===== config.mk =====
export PLATFORM = sky130hd
export DESIGN_NAME = fp_output_packer
export DESIGN_NICKNAME = d
export VERILOG_FILES = /design/src/rtl/fp_output_packer.sv
export SDC_FILE = /design/constraint.sdc
export NUM_CORES = 1
export LEC_CHECK = 0
export BUFFER_PORTS_ARGS = -buffer_cell sky130_fd_sc_hd__buf_2
export CORE_UTILIZATION = 41
export CTS_CLUSTER_DIAMETER = 200
export DETAILED_ROUTE_END_ITERATION = 12
export PLACE_DENSITY = 0.68
export SLEW_MARGIN = 5
export SYNTH_ARGS = -nofsm -noshare
export SYNTH_HDL_FRONTEND = slang
export SYNTH_SLANG_ARGS = --single-unit

===== constraint.sdc =====
create_clock -name clk -period 11.01 [get_ports clk]
set_clock_uncertainty 0.2 [all_clocks]
set_input_delay 3.303 -clock clk [delete_from_list [all_inputs] [get_ports clk]]
set_output_delay 3.303 -clock clk [all_outputs]
set_load 0.02 [all_outputs]

===== src/rtl/fp_output_packer.sv =====
// rtl/fp_output_packer.sv - packs per-lane FPU results into IEEE754 words and buffers them in a FIFO
module fp_output_packer #(
    parameter int LANES    = 2,
    parameter int REG_SIZE = 64,
    parameter int MAN_W    = 52,
    parameter int EXP_W    = 11,
    parameter int DEPTH    = 2,
    parameter int CNT_W    = 16
) (
    input  logic                      clk,
    input  logic                      rst_n,
    input  logic                      in_valid,
    output logic                      in_ready,
    input  logic                      in_mode,
    input  logic [LANES*MAN_W-1:0]    in_man,
    input  logic [LANES*EXP_W-1:0]    in_exp,
    input  logic [LANES-1:0]          in_sign,
    input  logic [LANES-1:0]          in_nan,
    input  logic [LANES-1:0]          in_inf,
    input  logic [LANES-1:0]          in_err,
    output logic                      out_valid,
    input  logic                      out_ready,
    output logic [LANES*REG_SIZE-1:0] out_data,
    output logic                      out_err,
    output logic                      sticky_err,
    input  logic                      err_clr,
    output logic [CNT_W-1:0]          beat_cnt
);

    localparam int AW = $clog2(DEPTH);
    localparam int BW = LANES * REG_SIZE;
    localparam logic [AW:0] FULL_CNT = (AW+1)'(DEPTH);

    logic [BW-1:0]    mem_data [DEPTH];
    logic [DEPTH-1:0] mem_err;
    logic [AW-1:0]    wr_ptr;
    logic [AW-1:0]    rd_ptr;
    logic [AW:0]      count;
    logic [AW:0]      count_nxt;
    logic             ready_q;
    logic             push;
    logic             pop;
    logic [BW-1:0]    packed_beat;
    logic             beat_err;

    // NaN outranks infinity, which outranks the normal field copy.
    function automatic logic [63:0] pack_lane(
        input logic             mode,
        input logic [MAN_W-1:0] m,
        input logic [EXP_W-1:0] e,
        input logic             s,
        input logic             nan,
        input logic             inf
    );
        logic [63:0] w;
        if (mode) begin
            if (nan)
                w = {s, 11'h7FF, 52'h1};
            else if (inf)
                w = {s, 11'h7FF, 52'h0};
            else
                w = {s, e[10:0], m[51:0]};
        end else begin
            if (nan)
                w = {32'b0, s, 8'hFF, 23'h000001};
            else if (inf)
                w = {32'b0, s, 8'hFF, 23'h0};
            else
                w = {32'b0, s, e[7:0], m[22:0]};
        end
        return w;
    endfunction

    for (genvar i = 0; i < LANES; i++) begin : g_lane
        assign packed_beat[i*REG_SIZE +: REG_SIZE] = REG_SIZE'(pack_lane(
            in_mode,
            in_man[i*MAN_W +: MAN_W],
            in_exp[i*EXP_W +: EXP_W],
            in_sign[i],
            in_nan[i],
            in_inf[i]));
    end

    assign beat_err  = |in_err;
    assign in_ready  = ready_q;
    assign out_valid = (count != '0);
    assign push      = in_valid & ready_q;
    assign pop       = out_valid & out_ready;

    always_comb begin
        count_nxt = count;
        case ({push, pop})
            2'b10:   count_nxt = count + 1'b1;
            2'b01:   count_nxt = count - 1'b1;
            default: count_nxt = count;
        endcase
    end

    // Storage needs no reset: the head is masked whenever the FIFO is empty.
    always_ff @(posedge clk) begin
        if (push) begin
            mem_data[wr_ptr] <= packed_beat;
            mem_err[wr_ptr]  <= beat_err;
        end
    end

    always_ff @(posedge clk or negedge rst_n) begin
        if (!rst_n) begin
            wr_ptr     <= '0;
            rd_ptr     <= '0;
            count      <= '0;
            ready_q    <= 1'b0;
            sticky_err <= 1'b0;
            beat_cnt   <= '0;
        end else begin
            if (push)
                wr_ptr <= wr_ptr + 1'b1;
            if (pop) begin
                rd_ptr   <= rd_ptr + 1'b1;
                beat_cnt <= beat_cnt + 1'b1;
            end
            count   <= count_nxt;
            // Registered so out_ready never reaches in_ready combinationally.
            ready_q <= (count_nxt < FULL_CNT);
            if (push && beat_err)
                sticky_err <= 1'b1;
            else if (err_clr)
                sticky_err <= 1'b0;
        end
    end

    assign out_data = out_valid ? mem_data[rd_ptr] : '0;
    assign out_err  = out_valid & mem_err[rd_ptr];

endmodule

==> impl_metrics.yaml, run 1 <==
power_and_ir_drop:
  power_frac_seq_pct: 39.5
  p_int_mw: 2.386
  clkPwrFrac_pct: 23.8
  p_leak_nw: 6.127
  power_density_mw_per_mm2: 266.0
  power.share.switching_pct: 37.55
  irDropWorstVdd_mv: 0.1953
  switchingPower_mw: 1.435
  comb_power_share_pct: 36.6
synthesis:
  syn-instance-count: 821
  synth_compound_area_share_pct: 1.474
  synth-simple-area-share_pct: 12.41
  synth_top_family_by_area: "simple AND/OR/NAND/NOR gates"
  yosys_register_bits: 280
  ys.warnings.count: 0
  syn-mean-instance-area_um2: 14.27
  syn_nets: 963
  synth_area_mm2: 0.01172
  synth-xor-area-share_pct: 1.559
  synth.mux.area_fraction_pct: 11.02
  synthAdderAreaFrac_pct: 0.2136
  yosysSeqAreaShare_pct: 70.82
  yosysUniqueCellTypes: 28
route:
  via_count: 7383
  drc_errors: 0
  vias_per_cell: 4.925
  routed_wl_um: 26430
  routedWlPerCell_um: 17.63
  ant_nets: 0
  drt-initial-drc-count: 399
  drtPass1Iterations: 7
worst_setup_path:
  path_class: "reg2out"
  path_max_fanout: 47
  required_ns: 7.51
  cp_data_arrival_time_ns: 2.97
  startpoint_type: "register"
  endpoint_kind: "output port"
sta:
  fin_setup_tns_ns: 0
  finalSetupViolations: 0
  fin_ws_ns: 4.542
  worstMarginPinSlew_ns: 1.178
  slew_headroom_pct: 21.46
  fin_crit_sh_pct: 58.75
  max_freq_mhz: 154.6
  period_needed_ns: 6.468
  rsz0062_at_grt: "false"
  drv_slew: 0
  finalHoldViolCount: 0
outcome:
  outcome: "completed"
global_routing:
  grt_pass1_wl_um: 39650
  overflow: 0
  grt_pass1_vias: 7186
  grt_use_total_pct: 17.68
  antenna_found_initial: 4
  grt_max_degree: 101
placed_design:
  hpwl_um: 16620
  gp_congestion: 0.7418
  dp_slack_ns: 5.052
  portBuffers: 287
cts:
  cts.sinks: 280
  h-tree-depth: 1
  tritoncts: "yes"
  clock_path_buffers: 3
  clkLatencyLatePin_ns: 0.54
  clk_pin_slew_worst_paths_ns: 0.06
  post_cts_resize_count: 0
  cts_inserted_buffers: 29
  hold_buffers: 0
  postCtsSetupRepairBufs: 0
  cts_root_buf: "clkbuf_16"
layout:
  mostFrequentLayoutCell: "buf_2"
  drive_above_1_share_pct: 31.37
  area_delta_synth_final_pct: 22.64
  nFillCells: 2422
  layout.nets: 1239
  final_cell_mix: "buf_2 (287), edfxtp_1 (258), nor2_1 (149)"
floorplan:
  die_w_um: 171.0
  initial_core_util_pct: 41.94
  die_y_um: 171.0
  rows: 61
  io_pins: 288
  core_area_mm2: 0.02793
  die_area_mm2: 0.02926
flow_run:
  drv_cap: 0
hold_path:
  min_path_type: "reg2reg"
## cell usage after synthesis, drive strengths merged
cell type,n,area [µm²]
dfrtp,22,550.5
o21a,6,45.04
and2,47,294.0
xor2,3,33.79
nor2b,16,100.1
clkbuf,24,90.09
buf,28,165.2
nand4,6,37.54
and4,1,11.26
inv,10,37.54
a21o,2,15.01
mux2i,129,1291
nor3,1,5.000
nand3,23,115.1
xnor2,17,148.9
or2,2,12.51
o22ai,1,6.260
o21ai,19,106.4
edfxtp,258,7747
ha,2,25.02
and3,41,256.5
nand2,8,30.03
nor2,155,591.8
## worst max-delay path: stages (launching register included)
cell and delay, ns:
dfrtp_4 0.99, buf_4 0.80, mux2i_1 0.32, nor2_1 0.06, buf_2 0.19
## layout make-up
type                       instances  area, µm²  area share [%]
clock inverter                    23      155.1           1.080
tap                              378      473.0           3.292
multi-input combinational        479       3156           21.96
antenna                            2      5.005         0.03483
timing repair buffer             297       1511           10.52
clock buffer                      30      729.5           5.077
sequential                       280       8302           57.78
inverter                          10      37.54          0.2612
## power by group through the flow
stage	Clock, mW	Sequential, mW	Combinational, mW
floorplan	0	1.52	0.988
global placement	0	1.53	1.42
detailed placement	0	1.54	1.42
CTS	0.934	1.51	1.43
global route	0.969	1.53	1.52
finish	0.911	1.51	1.40
## worst paths after layout
| kind | from | endpoint | slack [ns] | cells past startpoint |
|---|---|---|---|---|
| min in group asynchronous | rst_n | beat_cnt[6] | 2.51 | 1 |
| hold reg to reg | beat_cnt[13] | beat_cnt[13] | 0.30 | 1 |
| setup reg to reg | wr_ptr | mem_data[1][55] | 8.12 | 2 |
| setup / recovery | rd_ptr | out_data[116] | 4.54 | 4 |
| max in group asynchronous | rst_n | rd_ptr | 7.72 | 1 |
| hold / removal | beat_cnt[13] | beat_cnt[13] | 0.30 | 1 |
## per-stage QoR
stage	instances	hold slack (ns)	total power [mW]	cell area, µm²	utilization (%)
after detailed placement	1444	0.2996	2.957	13480	48.25
after global placement	1444	0.2814	2.947	13480	48.25
after global routing	1498	0.3294	4.018	14370	51.43
after CTS	1497	0.3077	3.875	14360	51.42
final	1499	0.3031	3.822	14370	51.44
after floorplan	821	0.2604	2.504	11720	-
## registers in the layout, summed over array words and instances (netlist names), named ones only
name,flops
rd_ptr,1
in_ready,1
wr_ptr,1
beat_cnt,16
count,1
mem_data,256
mem_err,2
sticky_err,1
## metal layers
layer	GRT usage [%]	part of all wire, %
met4	4.464	1.8
met1	23.43	43
met3	4.233	7.5
met2	29.13	48
met5	0	0.076
## cells by family after synthesis
kind of cell | count (synthesis)
compound gates | 28
xor+xnor | 20
fa+ha+maj | 2
buf+inv | 62
flops | 280
mux | 129
simple gates | 300
No activity file was read; power rests on OpenSTA's default activity.
==> inputs of run 2 (changes only) <==
--- a/config.mk
+++ b/config.mk
@@ -5,6 +5,7 @@
 export SDC_FILE = /design/constraint.sdc
 export NUM_CORES = 1
 export LEC_CHECK = 0
+export ABC_AREA = 1
 export BUFFER_PORTS_ARGS = -buffer_cell sky130_fd_sc_hd__buf_2
 export CORE_UTILIZATION = 41
 export CTS_CLUSTER_DIAMETER = 200
==> constraint.sdc (replaced) <==
create_clock -name clk -period 6.7 [get_ports clk]
set_clock_uncertainty 0.2 [all_clocks]
set_input_delay 2.01 -clock clk [delete_from_list [all_inputs] [get_ports clk]]
set_output_delay 2.01 -clock clk [all_outputs]
set_load 0.02 [all_outputs]
==> run 2 against run 1 <==
Net effect: die area increased by 0.41%; area after synthesis grew 0.42%; non-clock buffer count is 3 higher; critical path depth grew 1; combinational power grew 69%; final cell count increased by 18%; synthesized cell count increased by 34%; critical endpoint is now out_data[68]; largest cell class unchanged; largest power group unchanged.
==> impl_metrics.yaml, run 2 <==
outcome:
  outcome: "completed"
worst_setup_path:
  endpoint_kind: "output port"
  required_ns: 4.49
  cp_data_arrival_time_ns: 3.02
  path_class: "reg2out"
  startpoint: "rd_ptr"
  r2r_start: "count[0]"
  path_max_fanout: 91
  startpoint_type: "register"
synthesis:
  synth_compound_area_share_pct: 6.615
  synth_top_family_by_area: "simple AND/OR/NAND/NOR gates"
  synth-main-ff-cell: "edfxtp_1"
  yosysMostFrequentCell: "nand2_1"
  ys.warnings.count: 0
  synth_area_leaders: "edfxtp_1 (66%), nand2_1 (11%), a21oi_1 (5.5%), dfrtp_1 (4.7%), nor2_1 (4.5%)"
  synth_top_cell_by_area: "edfxtp_1"
  synth_area_mm2: 0.01177
  synth-simple-area-share_pct: 17.26
  synth_edf_count: 258
  synthAdderAreaFrac_pct: 0.2127
  yosysSeqAreaShare_pct: 70.53
  syn-mean-instance-area_um2: 10.71
  yosys-top-cells-count: "nand2_1 (340), edfxtp_1 (258), nor2_1 (140), a21oi_1 (130), inv_1 (69)"
  yosys_register_bits: 280
  syn_nets: 1241
  synth.top_cell.area_share_pct: 65.85
  synth-xor-area-share_pct: 0.8933
  synth.mux.area_fraction_pct: 0
  yosysUniqueCellTypes: 25
  async_flop_share_pct: 7.857
  syn-instance-count: 1099
placed_design:
  portBuffers: 287
  gp_congestion: 0.7949
  postPlaceCellArea_mm2: 0.01356
  hpwl_um: 18090
hold_path:
  min_path_type: "reg2reg"
  worstHoldStart: "beat_cnt[15]"
cts:
  hold_buffers: 0
  clock_path_buffers: 3
  cts.sinks: 280
  postCtsSetupRepairBufs: 0
  clk_pin_slew_worst_paths_ns: 0.06
  clkLatencyLatePin_ns: 0.53
  cts_inserted_buffers: 29
  tritoncts: "yes"
  cts_root_buf: "clkbuf_16"
  post_cts_resize_count: 0
  h-tree-depth: 1
floorplan:
  io_pins: 288
  die_w_um: 171.4
  initial_core_util_pct: 42.00
  core_area_mm2: 0.02801
  die_area_mm2: 0.02938
  die_y_um: 171.4
  rows: 61
layout:
  layout.nets: 1510
  largest_register_ff_count: 256
  drive_above_1_share_pct: 25.63
  reg_top3: "mem_data (256), beat_cnt (16), mem_err (2)"
  mostFrequentLayoutCell: "nand2_1"
  final_cell_mix: "nand2_1 (340), buf_2 (287), edfxtp_1 (258)"
  largest_register: "mem_data"
  final_cell_area_mm2: 0.01444
  area_delta_synth_final_pct: 22.75
global_routing:
  grt_max_degree: 92
  antenna_found_initial: 2
  grt_pass1_wl_um: 43890
  overflow: 0
  grt_pass1_vias: 8198
  grt_use_total_pct: 19.27
sta:
  rsz0062_at_grt: "false"
  slew_headroom_pct: 29.14
  finalHoldViolCount: 0
  period_needed_ns: 5.229
  worstMarginPinSlew_ns: 1.063
  max_freq_mhz: 191.3
  hold_slack_ns: 0.2948
  finalSetupViolations: 0
  drv_slew: 0
  fin_crit_sh_pct: 78.04
route:
  routedWlPerCell_um: 16.29
  routed_wl_um: 28810
  drt-initial-drc-count: 666
  drc_errors: 0
  vias_per_cell: 4.929
  via_count: 8720
  drtPass1Iterations: 5
  ant_nets: 0
power_and_ir_drop:
  irDropWorstVdd_mv: 0.2923
  power_density_mw_per_mm2: 437.2
  p_int_mw: 3.803
  power.share.switching_pct: 39.77
  clkPwrFrac_pct: 23.7
  p_leak_nw: 6.116
  switchingPower_mw: 2.511
  comb_power_share_pct: 37.6
  power_frac_seq_pct: 38.7
flow_run:
  drv_cap: 0
==> run 2: cell count changes after synthesis, moves of 16 or more <==
cell,delta
a21oi_1,+130
nor2b_1,-16
and2_1,-47
nand2_1,+332
inv_1,+59
mux2i_1,-129
and3_1,-41
==> run 2: final timing paths <==
path	to	slack (ns)	depth (start not counted)
worst min-delay path	beat_cnt[15]	0.29	2
worst max-delay path	out_data[68]	1.47	5
worst max register to register	in_ready	4.22	8
max in group asynchronous	rd_ptr	4.67	1
min in group asynchronous	beat_cnt[15]	1.24	1
worst min register to register	beat_cnt[15]	0.29	2
==> run 2: routing by layer <==
| metal | GRT usage [%] | up-vias | wire length (µm) |
|---|---|---|---|
| met2 | 31.51 | 348 | 13580 |
| li1 | - | 4196 | - |
| met1 | 26.04 | 4122 | 12230 |
| met5 | 0 | - | 0 |
| met3 | 3.820 | 54 | 2316 |
| met4 | 5.590 | 0 | 682 |
==> run 2: area by class of cell <==
cell class              count  area (µm²)
fillers                  2510       13570
flip-flops and latches    280        8302
multi-input cells         686        2954
repair buffers            300        1559
clock buffers              39       783.3
well taps                 378       473.0
inverters                  71       269.0
clock inverters            13       96.34
diodes                      2       5.005
==> run 2: cell families after synthesis <==
family	Yosys count
flip-flops	280
AND/OR/NAND/NOR	518
adder cells (fa/ha/maj)	2
buffers and inverters	133
XOR/XNOR	12
AO/OA/AOI/OAI	154
==> run 2: worst max-delay path, stage by stage, from the launching register on <==
cell and delay [ns]:
dfrtp_4 0.74, inv_4 0.85, buf_4 0.38, nand2_1 0.07, a21oi_1 0.15, buf_2 0.20
==> run 2: power by group through the flow <==
stage,combinational (mW),sequential [mW],clock [mW]
after CTS,2.40,2.45,1.53
final,2.37,2.44,1.49
after global placement,2.37,2.48,0
after global routing,2.60,2.48,1.60
after detailed placement,2.39,2.48,0
after floorplan,1.57,2.48,0
==> run 2: per-stage QoR <==
stage / std cells / util (%) / total power [mW] / setup WS, ns / TNS (ns)
CTS: 1767 / 51.54 / 6.380 / 1.403 / 0
global placement: 1715 / 48.40 / 4.849 / 2.018 / 0
floorplan: 1099 / - / 4.052 / -1.610 / -415.36
finish: 1769 / 51.56 / 6.314 / 1.471 / 0
detailed placement: 1715 / 48.40 / 4.875 / 1.981 / 0
global route: 1768 / 51.55 / 6.681 / 1.188 / 0
==> inputs of run 3 (changes only) <==
==> constraint.sdc (replaced) <==
create_clock -name clk -period 5 [get_ports clk]
set_clock_uncertainty 0.2 [all_clocks]
set_input_delay 1.5 -clock clk [delete_from_list [all_inputs] [get_ports clk]]
set_output_delay 1.5 -clock clk [all_outputs]
set_load 0.02 [all_outputs]
==> run 3 against run 2 <==
Net effect: critical path depth unchanged; combinational power up 41%; register-to-register slack worse by 1.7 ns; worst setup slack worse by 0.58 ns; highest routed layer is now met5.
==> impl_metrics.yaml, run 3 (same netlist as run 2, synthesis figures left out) <==
hold_path:
  hold_depth: 2
  worstHoldEndpoint: "beat_cnt[15]"
  worstHoldStart: "beat_cnt[15]"
  min_path_type: "reg2reg"
route:
  ant_nets: 0
  routedWlPerCell_um: 16.53
  via_count: 8745
  drt-initial-drc-count: 546
  drtPass1Iterations: 5
  vias_per_cell: 4.930
  routed_wl_um: 29330
  drc_errors: 0
cts:
  cts_root_buf: "clkbuf_16"
  clock_path_buffers: 3
  cts.sinks: 280
  tritoncts: "yes"
  clkLatencyLatePin_ns: 0.54
  h-tree-depth: 1
  post_cts_resize_count: 0
  postCtsSetupRepairBufs: 0
  clk_pin_slew_worst_paths_ns: 0.06
  cts_inserted_buffers: 30
  hold_buffers: 0
global_routing:
  grt_pass1_wl_um: 44280
  grt_max_degree: 130
  overflow: 0
  grt_use_met2_pct: 32.66
  grt_use_total_pct: 19.48
  grtUsageMet1_pct: 24.70
  gr-usage-met3_pct: 4.533
  top_usage_layer: "met2"
  grt_pass1_vias: 8388
  antenna_found_initial: 5
layout:
  area_delta_synth_final_pct: 24.64
  nFillCells: 2492
  layout.nets: 1511
  largest_register_ff_count: 256
  final_cell_mix: "nand2_1 (340), buf_2 (287), edfxtp_1 (258)"
  fin_util_pct: 52.35
  drive_above_1_share_pct: 25.74
  mostFrequentLayoutCell: "nand2_1"
  reg_top3: "mem_data (256), beat_cnt (16), mem_err (2)"
  largest_register: "mem_data"
worst_setup_path:
  required_ns: 3.30
  startpoint_type: "register"
  r2r-end: "in_ready"
  cp_slowest_cell: "dfrtp_4"
  r2r_start: "count[0]"
  reg2regPathDepth: 8
  path_max_fanout: 60
  cp_cell_sequence: "inv_4 > buf_12 > nand2_1 > a21oi_1 > buf_2"
  startpoint: "rd_ptr"
  max_stage_delay_ns: 0.49
  cp_data_arrival_time_ns: 2.41
  ff2ff_setup_slack_ns: 2.47
  endpoint_kind: "output port"
  path_class: "reg2out"
sta:
  slew_headroom_pct: 34.59
  worstMarginPinSlew_ns: 0.9811
  drv_slew: 0
  period_needed_ns: 4.110
  finalSetupViolations: 0
  max_freq_mhz: 243.3
  fin_crit_sh_pct: 82.20
  rsz0062_at_grt: "false"
  finalHoldViolCount: 0
outcome:
  outcome: "completed"
power_and_ir_drop:
  p_leak_nw: 6.195
  power_density_mw_per_mm2: 603.7
  p_int_mw: 5.425
  clkPwrFrac_pct: 26.3
  comb_power_share_pct: 37.7
  irDropWorstVdd_mv: 0.3878
  power.share.switching_pct: 38.72
  switchingPower_mw: 3.428
  finalPower_mw: 8.852
  power_frac_seq_pct: 36.0
placed_design:
  hpwl_um: 18060
  gp_congestion: 0.7856
  portBuffers: 287
floorplan:
  die_area_mm2: 0.02938
  core_area_mm2: 0.02801
  rows: 61
  io_pins: 288
  initial_core_util_pct: 42.00
  die_w_um: 171.4
  die_y_um: 171.4
flow_run:
  drv_cap: 0
## run 3: cell types whose count changed in the layout (fill, tap and decap cells not counted), sizes merged
cell,previous run,this run
clkinv,11,9
clkbuf,39,37
clkinvlp,0,2
bufinv,1,6
inv,72,71
diode,2,5
## run 3: critical path, delay by kind of cell (launching register included)
family	cells	cell delay, ns
buf+inv	3	1.01
flops	1	0.49
compound gates	1	0.23
simple gates	1	0.09
## run 3: power by group through the flow
stage	clock [mW]	sequential, mW	combinational (mW)
3_5_place_dp	0	3.23	3.37
4_1_cts	2.38	3.19	3.39
5_1_grt	2.47	3.23	3.65
3_3_place_gp	0	3.22	3.36
6_report	2.32	3.19	3.34
2_1_floorplan	0	3.29	2.11
## run 3: area by class of cell
type                       count  area (µm²)  area share [%]
sequential                   280        8302           56.61
multi-input combinational    686        2954           20.14
timing repair buffer         300        1609           10.97
clock buffer                  37       798.3           5.444
tap                          378       473.0           3.225
inverter                      71       269.0           1.834
clock inverter                17       246.5           1.681
antenna                        5       12.51         0.08532
## run 3: worst max-delay path by stage
stage | cells past startpoint | slack (ns) | to
2_1_floorplan | 2 | -0.64 | mem_data[0][0]
3_3_place_gp | 5 | 1.44 | out_data[55]
3_5_place_dp | 5 | 1.41 | out_data[55]
4_1_cts | 5 | 0.82 | out_data[55]
5_1_grt | 5 | 0.76 | out_data[55]
6_report | 5 | 0.89 | out_data[52]
## run 3: layer usage
metal | vias up | part of all wire (%)
met2 | 294 | 48
met3 | 57 | 7.3
li1 | 4205 | -
met4 | 4 | 3.0
met1 | 4185 | 41
met5 | - | 0.092
## run 3: through the flow
stage | area (µm²) | TNS [ns] | cells | hold slack (ns) | worst slack (ns)
CTS | 14650 | 0 | 1769 | 0.2907 | 0.8150
floorplan | 11770 | -164.28 | 1099 | 0.3535 | -0.6368
detailed placement | 13610 | 0 | 1715 | 0.2766 | 1.415
finish | 14660 | 0 | 1774 | 0.2879 | 0.8902
global route | 14660 | 0 | 1772 | 0.3218 | 0.7567
global placement | 13610 | 0 | 1715 | 0.2718 | 1.436
